**config.mk**
```make
export PLATFORM = sky130hd
export DESIGN_NAME = lm70_frame_reader
export DESIGN_NICKNAME = d
export VERILOG_FILES = /design/src/rtl/lm70_frame_reader.sv
export SDC_FILE = /design/constraint.sdc
export NUM_CORES = 1
export LEC_CHECK = 0
export ABC_CLOCK_PERIOD_IN_PS = 2580
export CAP_MARGIN = 15
export CORE_MARGIN = 4
export CORE_UTILIZATION = 51
export CTS_BUF_LIST = sky130_fd_sc_hd__clkbuf_2
export CTS_CLUSTER_SIZE = 28
export DETAILED_ROUTE_END_ITERATION = 7
export GPL_ROUTABILITY_DRIVEN = 0
export PLACE_DENSITY = 0.82
export SLEW_MARGIN = 20
export SYNTH_ARGS = -nofsm -noshare
export SYNTH_HDL_FRONTEND = slang
export SYNTH_SLANG_ARGS = --single-unit
```
**constraint.sdc**
```tcl
create_clock -name clk -period 2.58 [get_ports clk]
set_clock_uncertainty 0.15 [all_clocks]
set_input_delay 0.516 -clock clk [delete_from_list [all_inputs] [get_ports clk]]
set_output_delay 0.516 -clock clk [all_outputs]
set_load 0.1 [all_outputs]
```
**src/rtl/lm70_frame_reader.sv**
```systemverilog
// lm70_frame_reader
//   SPI master for the LM70 temperature sensor. Runs one complete read frame:
//   cs_n low, FRAME_BITS sck pulses, cs_n high. It captures the TEMP_BITS-wide
//   two's-complement temperature field, MSB first, from the top of the frame.
//   The result is presented as a held sample with a one-cycle valid strobe.
//
// Ports
//   clk          system clock
//   rst_n        asynchronous active-low reset
//   start        request one frame (ignored while busy)
//   miso         sensor SI/O data; sampled on the edge that raises sck
//   cs_n         sensor chip select, active low
//   sck          SPI clock, idles low
//   busy         high from frame start until sample_valid pulses
//   sample_valid one-cycle strobe; temp_raw/temp_deg just updated
//   temp_raw     signed raw field, LSB = 0.25 degC
//   temp_deg     signed integer degC, floor(temp_raw / 4)
module lm70_frame_reader #(
  parameter int CLK_DIV    = 2,
  parameter int FRAME_BITS = 16,
  parameter int TEMP_BITS  = 11,
  parameter int AUTO       = 1,
  parameter int INTERVAL   = 1024
) (
  input  logic                        clk,
  input  logic                        rst_n,
  input  logic                        start,
  input  logic                        miso,
  output logic                        cs_n,
  output logic                        sck,
  output logic                        busy,
  output logic                        sample_valid,
  output logic signed [TEMP_BITS-1:0] temp_raw,
  output logic signed [8:0]           temp_deg
);

  // The divider covers one sck half-period in SETUP/SHIFT and the longer
  // closing gap in HOLD (2*CLK_DIV-1 cycles). With the single DONE cycle, this
  // puts the cs_n rise at t0 + CLK_DIV*(2*FRAME_BITS+2).
  localparam int DW = $clog2(2 * CLK_DIV);
  localparam int BW = $clog2(FRAME_BITS);
  localparam int IW = $clog2(INTERVAL);

  localparam logic [DW-1:0] HALF_END = DW'(CLK_DIV - 1);
  localparam logic [DW-1:0] HOLD_END = DW'(2 * CLK_DIV - 2);
  localparam logic [BW-1:0] LAST_BIT = BW'(FRAME_BITS - 1);
  localparam logic [IW-1:0] IV_END   = IW'(INTERVAL - 1);

  typedef enum logic [2:0] {IDLE, SETUP, SHIFT, HOLD, DONE} state_t;

  state_t                       state;
  logic [DW-1:0]                div;
  logic [BW-1:0]                bit_cnt;
  logic [FRAME_BITS-1:0]        shreg;
  logic [IW-1:0]                iv_cnt;
  logic                         expire;
  logic                         go;
  logic signed [TEMP_BITS-1:0]  field;
  logic signed [TEMP_BITS-1:0]  field_q;

  assign expire  = (iv_cnt == IV_END);
  assign go      = start || ((AUTO != 0) && expire);
  assign field   = shreg[FRAME_BITS-1 -: TEMP_BITS];
  assign field_q = field >>> 2;

  always_ff @(posedge clk or negedge rst_n) begin
    if (!rst_n) begin
      state        <= IDLE;
      div          <= '0;
      bit_cnt      <= '0;
      shreg        <= '0;
      iv_cnt       <= '0;
      cs_n         <= 1'b1;
      sck          <= 1'b0;
      busy         <= 1'b0;
      sample_valid <= 1'b0;
      temp_raw     <= '0;
      temp_deg     <= '0;
    end else begin
      sample_valid <= 1'b0;

      // The interval counter restarts at every frame start. An expiry that
      // lands outside IDLE is simply lost; the counter still wraps.
      if (AUTO != 0) begin
        if (expire || (state == IDLE && go)) iv_cnt <= '0;
        else                                 iv_cnt <= iv_cnt + 1'b1;
      end

      case (state)
        IDLE: begin
          if (go) begin
            state   <= SETUP;
            cs_n    <= 1'b0;
            busy    <= 1'b1;
            div     <= '0;
            bit_cnt <= '0;
            shreg   <= '0;
          end
        end
        SETUP: begin
          // The end of setup is the first rising sck edge.
          if (div == HALF_END) begin
            div   <= '0;
            sck   <= 1'b1;
            shreg <= {shreg[FRAME_BITS-2:0], miso};
            state <= SHIFT;
          end else begin
            div <= div + 1'b1;
          end
        end
        SHIFT: begin
          if (div == HALF_END) begin
            div <= '0;
            if (!sck) begin
              sck   <= 1'b1;
              shreg <= {shreg[FRAME_BITS-2:0], miso};
            end else begin
              sck <= 1'b0;
              if (bit_cnt == LAST_BIT) state   <= HOLD;
              else                     bit_cnt <= bit_cnt + 1'b1;
            end
          end else begin
            div <= div + 1'b1;
          end
        end
        HOLD: begin
          if (div == HOLD_END) begin
            div   <= '0;
            state <= DONE;
          end else begin
            div <= div + 1'b1;
          end
        end
        DONE: begin
          // Frame closes here. IDLE can start the next frame on the following
          // edge, so cs_n stays high for one cycle between back-to-back frames.
          state        <= IDLE;
          cs_n         <= 1'b1;
          busy         <= 1'b0;
          sample_valid <= 1'b1;
          temp_raw     <= field;
          temp_deg     <= 9'(field_q);
        end
        default: state <= IDLE;
      endcase
    end
  end

endmodule

```
======== Yosys cells after proc, flatten, opt, wreduce, memory -nomap -nowiden ========
Cells that the tools add are included.
operators by class
  shift operators ......................... 0
  reduce and logical (&&, ||, !) cells .... 16
  equal/unequal tests ..................... 16
  multiplexer cells ....................... 31
  $add $sub $neg .......................... 3
  bitwise operators ....................... 0
  multipliers ............................. 0
  $lt $le $gt $ge ......................... 0
  divide/modulo/power cells ............... 0
operators with widths
  cell                                           count
  2-to-1 mux 16 bit                              4
  one-hot mux 16 bit (3 select lines)            1
  2-to-1 mux 3 bit                               6
  2-to-1 mux 4 bit                               4
  inequality test 2 bit, second input constant   8
  one-hot mux 3 bit (4 select lines)             1
  adder 10 x 1 -> 10 bit, second input constant  1
  == test 10 bit, second input constant          1
  2-to-1 mux 10 bit                              1
  AND reduction 5 bit                            2
  one-hot mux 4 bit (2 select lines)             1
  == test 3 x 2 -> 1 bit, second input constant  2
  2-to-1 mux 1 bit                               6
  2-to-1 mux 2 bit                               3
  one-hot mux 1 bit (2 select lines)             3
  one-hot mux 2 bit (3 select lines)             1
  AND reduction 6 bit                            1
  nonzero test 2 bit                             3
  nonzero test 3 bit                             2
  adder 4 x 1 -> 4 bit, second input constant    1
  == test 4 bit, second input constant           1
  AND reduction 2 bit                            2
  == test 3 x 1 -> 1 bit, second input constant  1
  == test 3 bit, second input constant           1
  8 further kinds                                9
storage, ports and cells
  bits of input ports ..................... 4
  bits in latches ......................... 0
  output and inout bits ................... 24
  RAM bits ................................ 0
  flip-flop bits (word level) ............. 59
  memories kept ........................... 0
  logic and storage cells ................. 77
  bits in read-only memories .............. 0

======== Longest topological paths before layout ========
Gate-level depths: netlist of the first run.
  word-level depth ........................ 5
  mapped depth ............................ 7

======== Least setup slack after synthesis of the first run ========
Ideal clock, no wire load.
  path type ............................... flip-flop to flip-flop
  start point ............................. reg sck
  end point ............................... reg shreg[0]
  cell stages (with the launch flop) ...... 5
  setup time .............................. 0.121 ns
  slack ................................... 0.530 ns
  arrival time ............................ 1.779 ns
  cells stage by stage .................... dfrtp_1 -> nor3_2 -> o211a_1 -> buf_2 -> a22o_1
on the way
  word-level cells in the longest chain between the ends .. 2
ends and longest elaborated chain
  item                                    RTL line  text
  from (decl)                             30        output logic sck,
  from (signal assigned)                  74        sck <= 1'b0;
  from (signal assigned)                  104       sck <= 1'b1;
  from (signal assigned)                  115       sck <= 1'b1;
  inequality test 2 bit (no source line)  -
  AND reduction 5 bit (no source line)    -
  to (signal assigned)                    105       shreg <= {shreg[FRAME_BITS-2:0], miso};
  to (signal assigned)                    116       shreg <= {shreg[FRAME_BITS-2:0], miso};
  to (decl)                               54        logic [FRAME_BITS-1:0] shreg;
Every way passes these cells.
A chain may end at the register's enable or synchronous reset.

======== Worst setup path after layout of the first run ========
  start point ............................. reg iv_cnt[0]
  end point ............................... reg shreg[10]
on the way
  word-level cells in the longest chain between the ends .. 4
ends and longest elaborated chain
  item                                    RTL line  text
  from (decl)                             55        logic [IW-1:0] iv_cnt;
  from (signal assigned)                  86        else iv_cnt <= iv_cnt + 1'b1;
  == test 10 bit                          61        assign expire = (iv_cnt == IV_END);
  logical OR 1 bit                        62        assign go = start || ((AUTO != 0) && expire);
  inequality test 2 bit (no source line)  -
  AND reduction 5 bit (no source line)    -
Every way passes these cells.

==> results of run 1 <==
[per-stage QoR]
stage | instance area (um2) | total power, mW | hold WS [ns] | utilization (%) | setup slack (ns)
final | 2530 | 2.56 | 0.354 | 57.6 | 0.559
after global routing | 2530 | 2.75 | 0.378 | 57.6 | 0.455
after CTS | 2530 | 2.58 | 0.355 | 57.6 | 0.536
after detailed placement | 2480 | 2.28 | 0.333 | 56.5 | 0.514
after global placement | 2480 | 2.23 | 0.327 | 56.5 | 0.553
after floorplan | 2310 | 2.09 | 0.0704 | - | 0.530
[power groups by stage]
stage               sequential (mW)  combinational, mW  clock, mW
floorplan                      1.30              0.793          0
finish                         1.23               1.02      0.304
detailed placement             1.24               1.03          0
global placement               1.24              0.996          0
global route                   1.27               1.13      0.352
CTS                            1.23               1.03      0.317
[state kept, by name, summed over array words and instances (netlist names)]
register,count
busy,1
state,3
cs_n,1
sck,1
div,2
bit_cnt,4
iv_cnt,10
shreg,16
temp_raw,11
sample_valid,1
[metal layers]
layer	global-route usage, %	routed length, um	up-vias
met3	5.54	194	4
met4	4.08	31	0
li1	-	-	754
met1	22.6	1940	730
met5	0	0	-
met2	24.4	1920	44
[cell usage in the layout, fill, tap and decap left out, types with 5 or more instances in the layout]
cell | netlist | final
nor3_1 | 5 | 5
nand3_1 | 5 | 5
a22o_1 | 11 | 11
nor2_1 | 14 | 14
buf_4 | 11 | 28
xor2_1 | 5 | 5
mux2_2 | 11 | 11
dfrtp_1 | 49 | 49
nand2_1 | 11 | 11
a21oi_1 | 8 | 8
o21ai_0 | 7 | 7
clkbuf_2 | 0 | 6
inv_1 | 8 | 8
a22o_2 | 6 | 6
[what timing repair did]
| item | 4_1_cts | 5_1_grt |
|---|---|---|
| setup endpoints to repair | 0 | 0 |
| hold buffers | 1 | 0 |
| hold endpoints to repair | 27 | 0 |
[how the worst min path moves through the flow]
stage	slack (ns)	endpoint	start
floorplan	0.07	bit_cnt[0]	rst_n
global placement	0.33	iv_cnt[0]	iv_cnt[0]
finish	0.35	cs_n	cs_n
global route	0.38	shreg[2]	shreg[1]
detailed placement	0.33	bit_cnt[3]	bit_cnt[3]
CTS	0.35	shreg[2]	shreg[1]
[layout make-up]
class | instances | share of cell area (%)
Clock buffer | 6 | 1.19
Inverter | 8 | 1.19
Clock inverter | 2 | 0.347
Tap cell | 52 | 2.57
Multi-Input combinational cell | 123 | 35.4
Timing Repair Buffer | 32 | 9.70
Sequential cell | 50 | 49.6
[worst max-delay path, cell delays in order (launching register included)]
cell      delay [ns]
dfrtp_1         0.46
ha_1            0.25
and4_4          0.24
a311o_4         0.43
o211ai_4        0.21
a22o_2          0.22
[kinds of logic after synthesis]
kind of cell / after synthesis / synth area share, %
multiplexers: 12 / 5.79
buffers and inverters: 26 / 7.04
flip-flops: 50 / 54.2
adder cells (fa/ha/maj): 2 / 1.08
AO/OA/AOI/OAI: 49 / 16.8
AND/OR/NAND/NOR: 51 / 11.7
XOR/XNOR: 9 / 3.41
==> summary.txt, run 1 <==
Outcome
  • Status: finished, final reports clean

Power
  • PwrDens: 1010 mW/mm2
  • P_sw: 1.08 mW
  • Leakage: 1.21 nW
  • Reg power frac: 48.2%
  • Combinational share of power: 40.0%
  • Sw frac: 42.3%
  • Clock power share: 11.9%
  • Int Pwr: 1.48 mW
  • Max IR drop VDD: 0.423 mV

Final layout
  • P&R area growth vs syn: 9.37%
  • Layout cell share with drive strength beyond 1: 26.7%
  • Non-filler cells, final: 273
  • Nets: 226
  • Fillers: 381
  • Ant. Diodes: 0
  • FF/Latch Area: 0.00125 mm2
  • Multi-input combinational cell area: 896 um2

Setup path
  • Worst-case reg-to-reg path depth: 5
  • Critical R2R Launch: iv_cnt[0]
  • Arrival time worst endpoint: 2.23 ns
  • Setup crit end: shreg[10]
  • WS Path Type: flip-flop to flip-flop
  • R2R Setup Slk: 0.56 ns
  • CP Launch Point: iv_cnt[0]
  • Crit end category: flip-flop
  • CP Launch Type: flip-flop
  • Crit path required time: 2.79 ns
  • Worst Path Max Fanout: 16
  • R2R Path End: shreg[10]

Synthesis
  • Synth warnings: 0
  • Synth cell types: 46
  • Sequential fraction of the synthesis area: 54.2%
  • Ys flop type: dfrtp_1
  • Synth area leader: dfrtp_1
  • Post-synth top area share: 53.1%
  • Syn avg cell area: 11.6 um2
  • Yosys reg bits: 50
  • Count leader, synth: dfrtp_1
  • Post-Synthesis Cells: 199
  • Fraction of registers with async set/reset: 100%
  • Synth top area cells: dfrtp_1, mux2_2, a22o_1
  • Syn nets: 205
  • Top cells by count, synth: dfrtp_1, nor2_1
  • Synthesized area: 0.00231 mm2
  • Number of flops mapped to enable cells by yosys: 0

Clock network
  • H-tree levels: 2
  • Clock root buffer: clkbuf_2
  • CTS Buf Count: 5
  • Post-CTS sizing: 0
  • CTS Buffer Depth: 2
  • Post-CTS Setup Bufs: 0
  • Clk sinks: 50
  • Worst-Skew Late Latency: 0.42 ns
  • Clock slew at reported path FFs: 0.24 ns
  • CTS tree: done

Placement
  • IO Port Bufs: 27
  • Dpl cells: 264
  • Final HPWL DP: 2.89 mm

Die
  • Placeable Area: 0.00438 mm2
  • Die height: 75.3 um
  • Initial core utilization: 52.7%
  • IO Pins: 28
  • Die W: 75.3 um
  • Die area: 0.00567 mm2
  • FP Rows: 24

Drt
  • Drt first pass iters: 5
  • Vias per Instance: 5.61
  • WL/cell: 14.9 um
  • 1st-iter DRT viols: 110
  • DRT antenna net count: 0
  • DRC viols: 0
  • Final Routed Wirelength: 4.08 mm
  • Vias: 1532

Timing
  • Hold Fails Final Rpt: 0
  • Slew Limit Fails: 0
  • TNS Setup: 0 ns
  • Slew @ Worst Pin: 0.636 ns
  • Final Setup Violations: 0
  • Final min period: 2.02 ns
  • Crit share post-route: 78.3%
  • Max_slew headroom: 57.6%
  • RSZ-0062 raised after global routing: false
  • Achievable Freq: 495 MHz

Worst hold path
  • Worst Hold Class: flip-flop to flip-flop
  • Hold Path Stages: 2

Global route
  • Vias in the first global route: 1463
  • Initial antenna violation count: 0
  • Largest net degree at the start of global routing: 31
  • GRT Residual Overflow: 0
  • First-pass GRT wire length: 6.87 mm
  • Total GRT Usage: 16.2%

Job
  • Max Cap Violations: 0
No activity file was read; power rests on OpenSTA's default activity.
==> inputs of run 2 (changes only) <==
--- a/config.mk
+++ b/config.mk
@@ -5,7 +5,7 @@
 export SDC_FILE = /design/constraint.sdc
 export NUM_CORES = 1
 export LEC_CHECK = 0
-export ABC_CLOCK_PERIOD_IN_PS = 2580
+export ABC_CLOCK_PERIOD_IN_PS = 1800
 export CAP_MARGIN = 15
 export CORE_MARGIN = 4
 export CORE_UTILIZATION = 51
@@ -13,7 +13,7 @@
 export CTS_CLUSTER_SIZE = 28
 export DETAILED_ROUTE_END_ITERATION = 7
 export GPL_ROUTABILITY_DRIVEN = 0
-export PLACE_DENSITY = 0.82
+export PLACE_DENSITY = 0.85
 export SLEW_MARGIN = 20
 export SYNTH_ARGS = -nofsm -noshare
 export SYNTH_HDL_FRONTEND = slang
==> constraint.sdc (replaced) <==
create_clock -name clk -period 1.8 [get_ports clk]
set_clock_uncertainty 0.15 [all_clocks]
set_input_delay 0.36 -clock clk [delete_from_list [all_inputs] [get_ports clk]]
set_output_delay 0.36 -clock clk [all_outputs]
set_load 0.1 [all_outputs]
==> run 2 against run 1 <==
Against the previous run:
- sequential share of layout area down 8.0 points
- sequential power up 41%
- final area is 21% higher
- die area is the same
- register-to-register slack got worse by 0.49 ns
- global-route usage increased by 2.0 points
- non-clock buffer count increased by 13
- critical path type is now flip-flop to primary output
==> summary.txt, run 2 (same netlist as run 1, synthesis figures left out) <==
Final layout
  • Commonest non-fill, non-tap cells in the layout: dfrtp_1, buf_12, buf_4, nor2_1
  • Max reg flops: 16
  • Largest Register: shreg
  • Ant. Diodes: 0
  • Nets: 240
  • Design area: 0.00305 mm2
  • Layout cell share with drive strength beyond 1: 37.0%
  • P&R area growth vs syn: 31.8%
  • Biggest regs: shreg: 16 flops, temp_raw: 11 flops, iv_cnt: 10 flops
  • Commonest non-fill, non-tap cell in the layout: dfrtp_1

Clock network
  • CTS tree: done
  • CTS Buf Count: 5
  • H-tree levels: 2
  • CTS Buffer Depth: 2
  • Worst-Skew Late Latency: 0.46 ns
  • Clock slew at reported path FFs: 0.28 ns
  • Clock root buffer: clkbuf_2
  • Clk sinks: 50

Power
  • Combinational share of power: 46.0%
  • Int Pwr: 2.60 mW
  • Sw frac: 40.8%
  • Total Power: 4.39 mW
  • Leakage: 1.36 nW
  • PwrDens: 1440 mW/mm2
  • Clock power share: 14.3%
  • Reg power frac: 39.7%
  • Max IR drop VDD: 1.06 mV
  • P_sw: 1.79 mW

Outcome
  • Status: finished, final reports clean

Die
  • Die W: 75.3 um
  • Die height: 75.3 um
  • FP Rows: 24
  • Initial core utilization: 52.7%
  • Die area: 0.00567 mm2
  • IO Pins: 28
  • Placeable Area: 0.00438 mm2

Timing
  • Crit share post-route: 96.8%
  • RSZ-0062 raised after global routing: true
  • Final Setup Violations: 0
  • Achievable Freq: 574 MHz
  • Final min period: 1.74 ns
  • Max_slew headroom: 70.1%
  • Slew Limit Fails: 0
  • Hold Fails Final Rpt: 0
  • Slew @ Worst Pin: 0.445 ns

Job
  • Max Cap Violations: 0

Worst hold path
  • Worst Hold Class: input pin to asynchronous set/reset pin

Setup path
  • Critical R2R Launch: div[1]
  • Crit-path leading delay family: flip-flops
  • Worst Path Max Fanout: 2
  • Crit end category: primary output
  • Arrival time worst endpoint: 1.23 ns
  • WS Path Type: flip-flop to primary output
  • WP depth: 1
  • R2R Setup Slk: 0.07 ns
  • Crit path largest cell delay: 0.62 ns
  • CP Launch Point: cs_n
  • CP Launch Type: flip-flop
  • R2R Path End: shreg[13]
  • Crit path required time: 1.29 ns
  • Setup crit end: cs_n
  • CP Buf/Inv Count: 1
  • Worst-case reg-to-reg path depth: 5
  • Crit-path cells: buf_12
  • Worst path slowest cell: dfstp_2

Placement
  • DP Area: 0.00289 mm2
  • Final HPWL DP: 3.19 mm
  • IO Port Bufs: 27

Drt
  • WL/cell: 16.4 um
  • DRC viols: 0
  • DRT antenna net count: 0
  • Final Routed Wirelength: 4.70 mm
  • 1st-iter DRT viols: 116
  • Vias: 1669
  • Drt first pass iters: 4
  • Vias per Instance: 5.82

Global route
  • Total GRT Usage: 18.1%
  • Initial antenna violation count: 0
  • First-pass GRT wire length: 7.69 mm
  • Vias in the first global route: 1591
  • Largest net degree at the start of global routing: 51
  • GRT Residual Overflow: 0
run 2: changes by cell type in the layout (fill, tap and decap cells not counted), sizes merged:
cell / before / now
clkbuf: 6 / 5
buf: 29 / 42
bufinv: 0 / 1
inv: 8 / 10
o211ai: 1 / 2
clkinv: 2 / 0
run 2: repair_timing:
item | 4_1_cts | 5_1_grt
pin swaps | 1 | 2
resized for setup | 2 | 5
endpoints found under the setup margin | 11 | 30
hold buffers | 1 | 0
setup buffers | 1 | 2
endpoints found under the hold margin | 50 | 0
cloned | 1 | 0
run 2: power by group through the flow:
stage	sequential, mW	clock [mW]	combinational [mW]
final	1.74	0.628	2.02
after global routing	1.79	0.682	2.19
after CTS	1.73	0.640	1.92
after detailed placement	1.75	0	1.84
after global placement	1.73	0	1.73
after floorplan	1.87	0	1.14
run 2: metal layers:
layer,global-route usage (%),share of wire (%),vias up
met5,0,0,-
met4,7.77,1.7,0
met3,4.62,5.3,8
met2,27.2,49,59
met1,25.2,44,813
li1,-,-,789
run 2: worst min path at each step:
stage	start	to	slack [ns]	cells after the start
floorplan	rst_n	bit_cnt[0]	-0.09	0
global placement	rst_n	iv_cnt[2]	0.21	2
detailed placement	rst_n	iv_cnt[4]	0.22	2
CTS	rst_n	div[1]	0.20	3
global route	rst_n	div[0]	0.21	3
finish	rst_n	div[0]	0.21	3
run 2: per-stage QoR:
stage	setup WS (ns)	hold slack, ns	cells	setup TNS, ns	utilization, %
6_report	0.0579	0.210	287	0	69.5
3_3_place_gp	-0.0306	0.210	274	-0.393	66.0
4_1_cts	-0.0221	0.199	285	-0.0794	68.6
2_1_floorplan	0.000680	-0.0856	199	0	-
3_5_place_dp	-0.0940	0.223	274	-1.39	66.0
5_1_grt	-0.00833	0.206	287	-0.00966	69.5
run 2: cell type report:
cell class	count	area [um2]
fillers	291	1340
flip-flops and latches	50	1260
multi-input cells	124	946
repair buffers	45	668
well taps	52	65.1
clock inverters	3	47.5
inverters	8	30.0
clock buffers	5	25.0
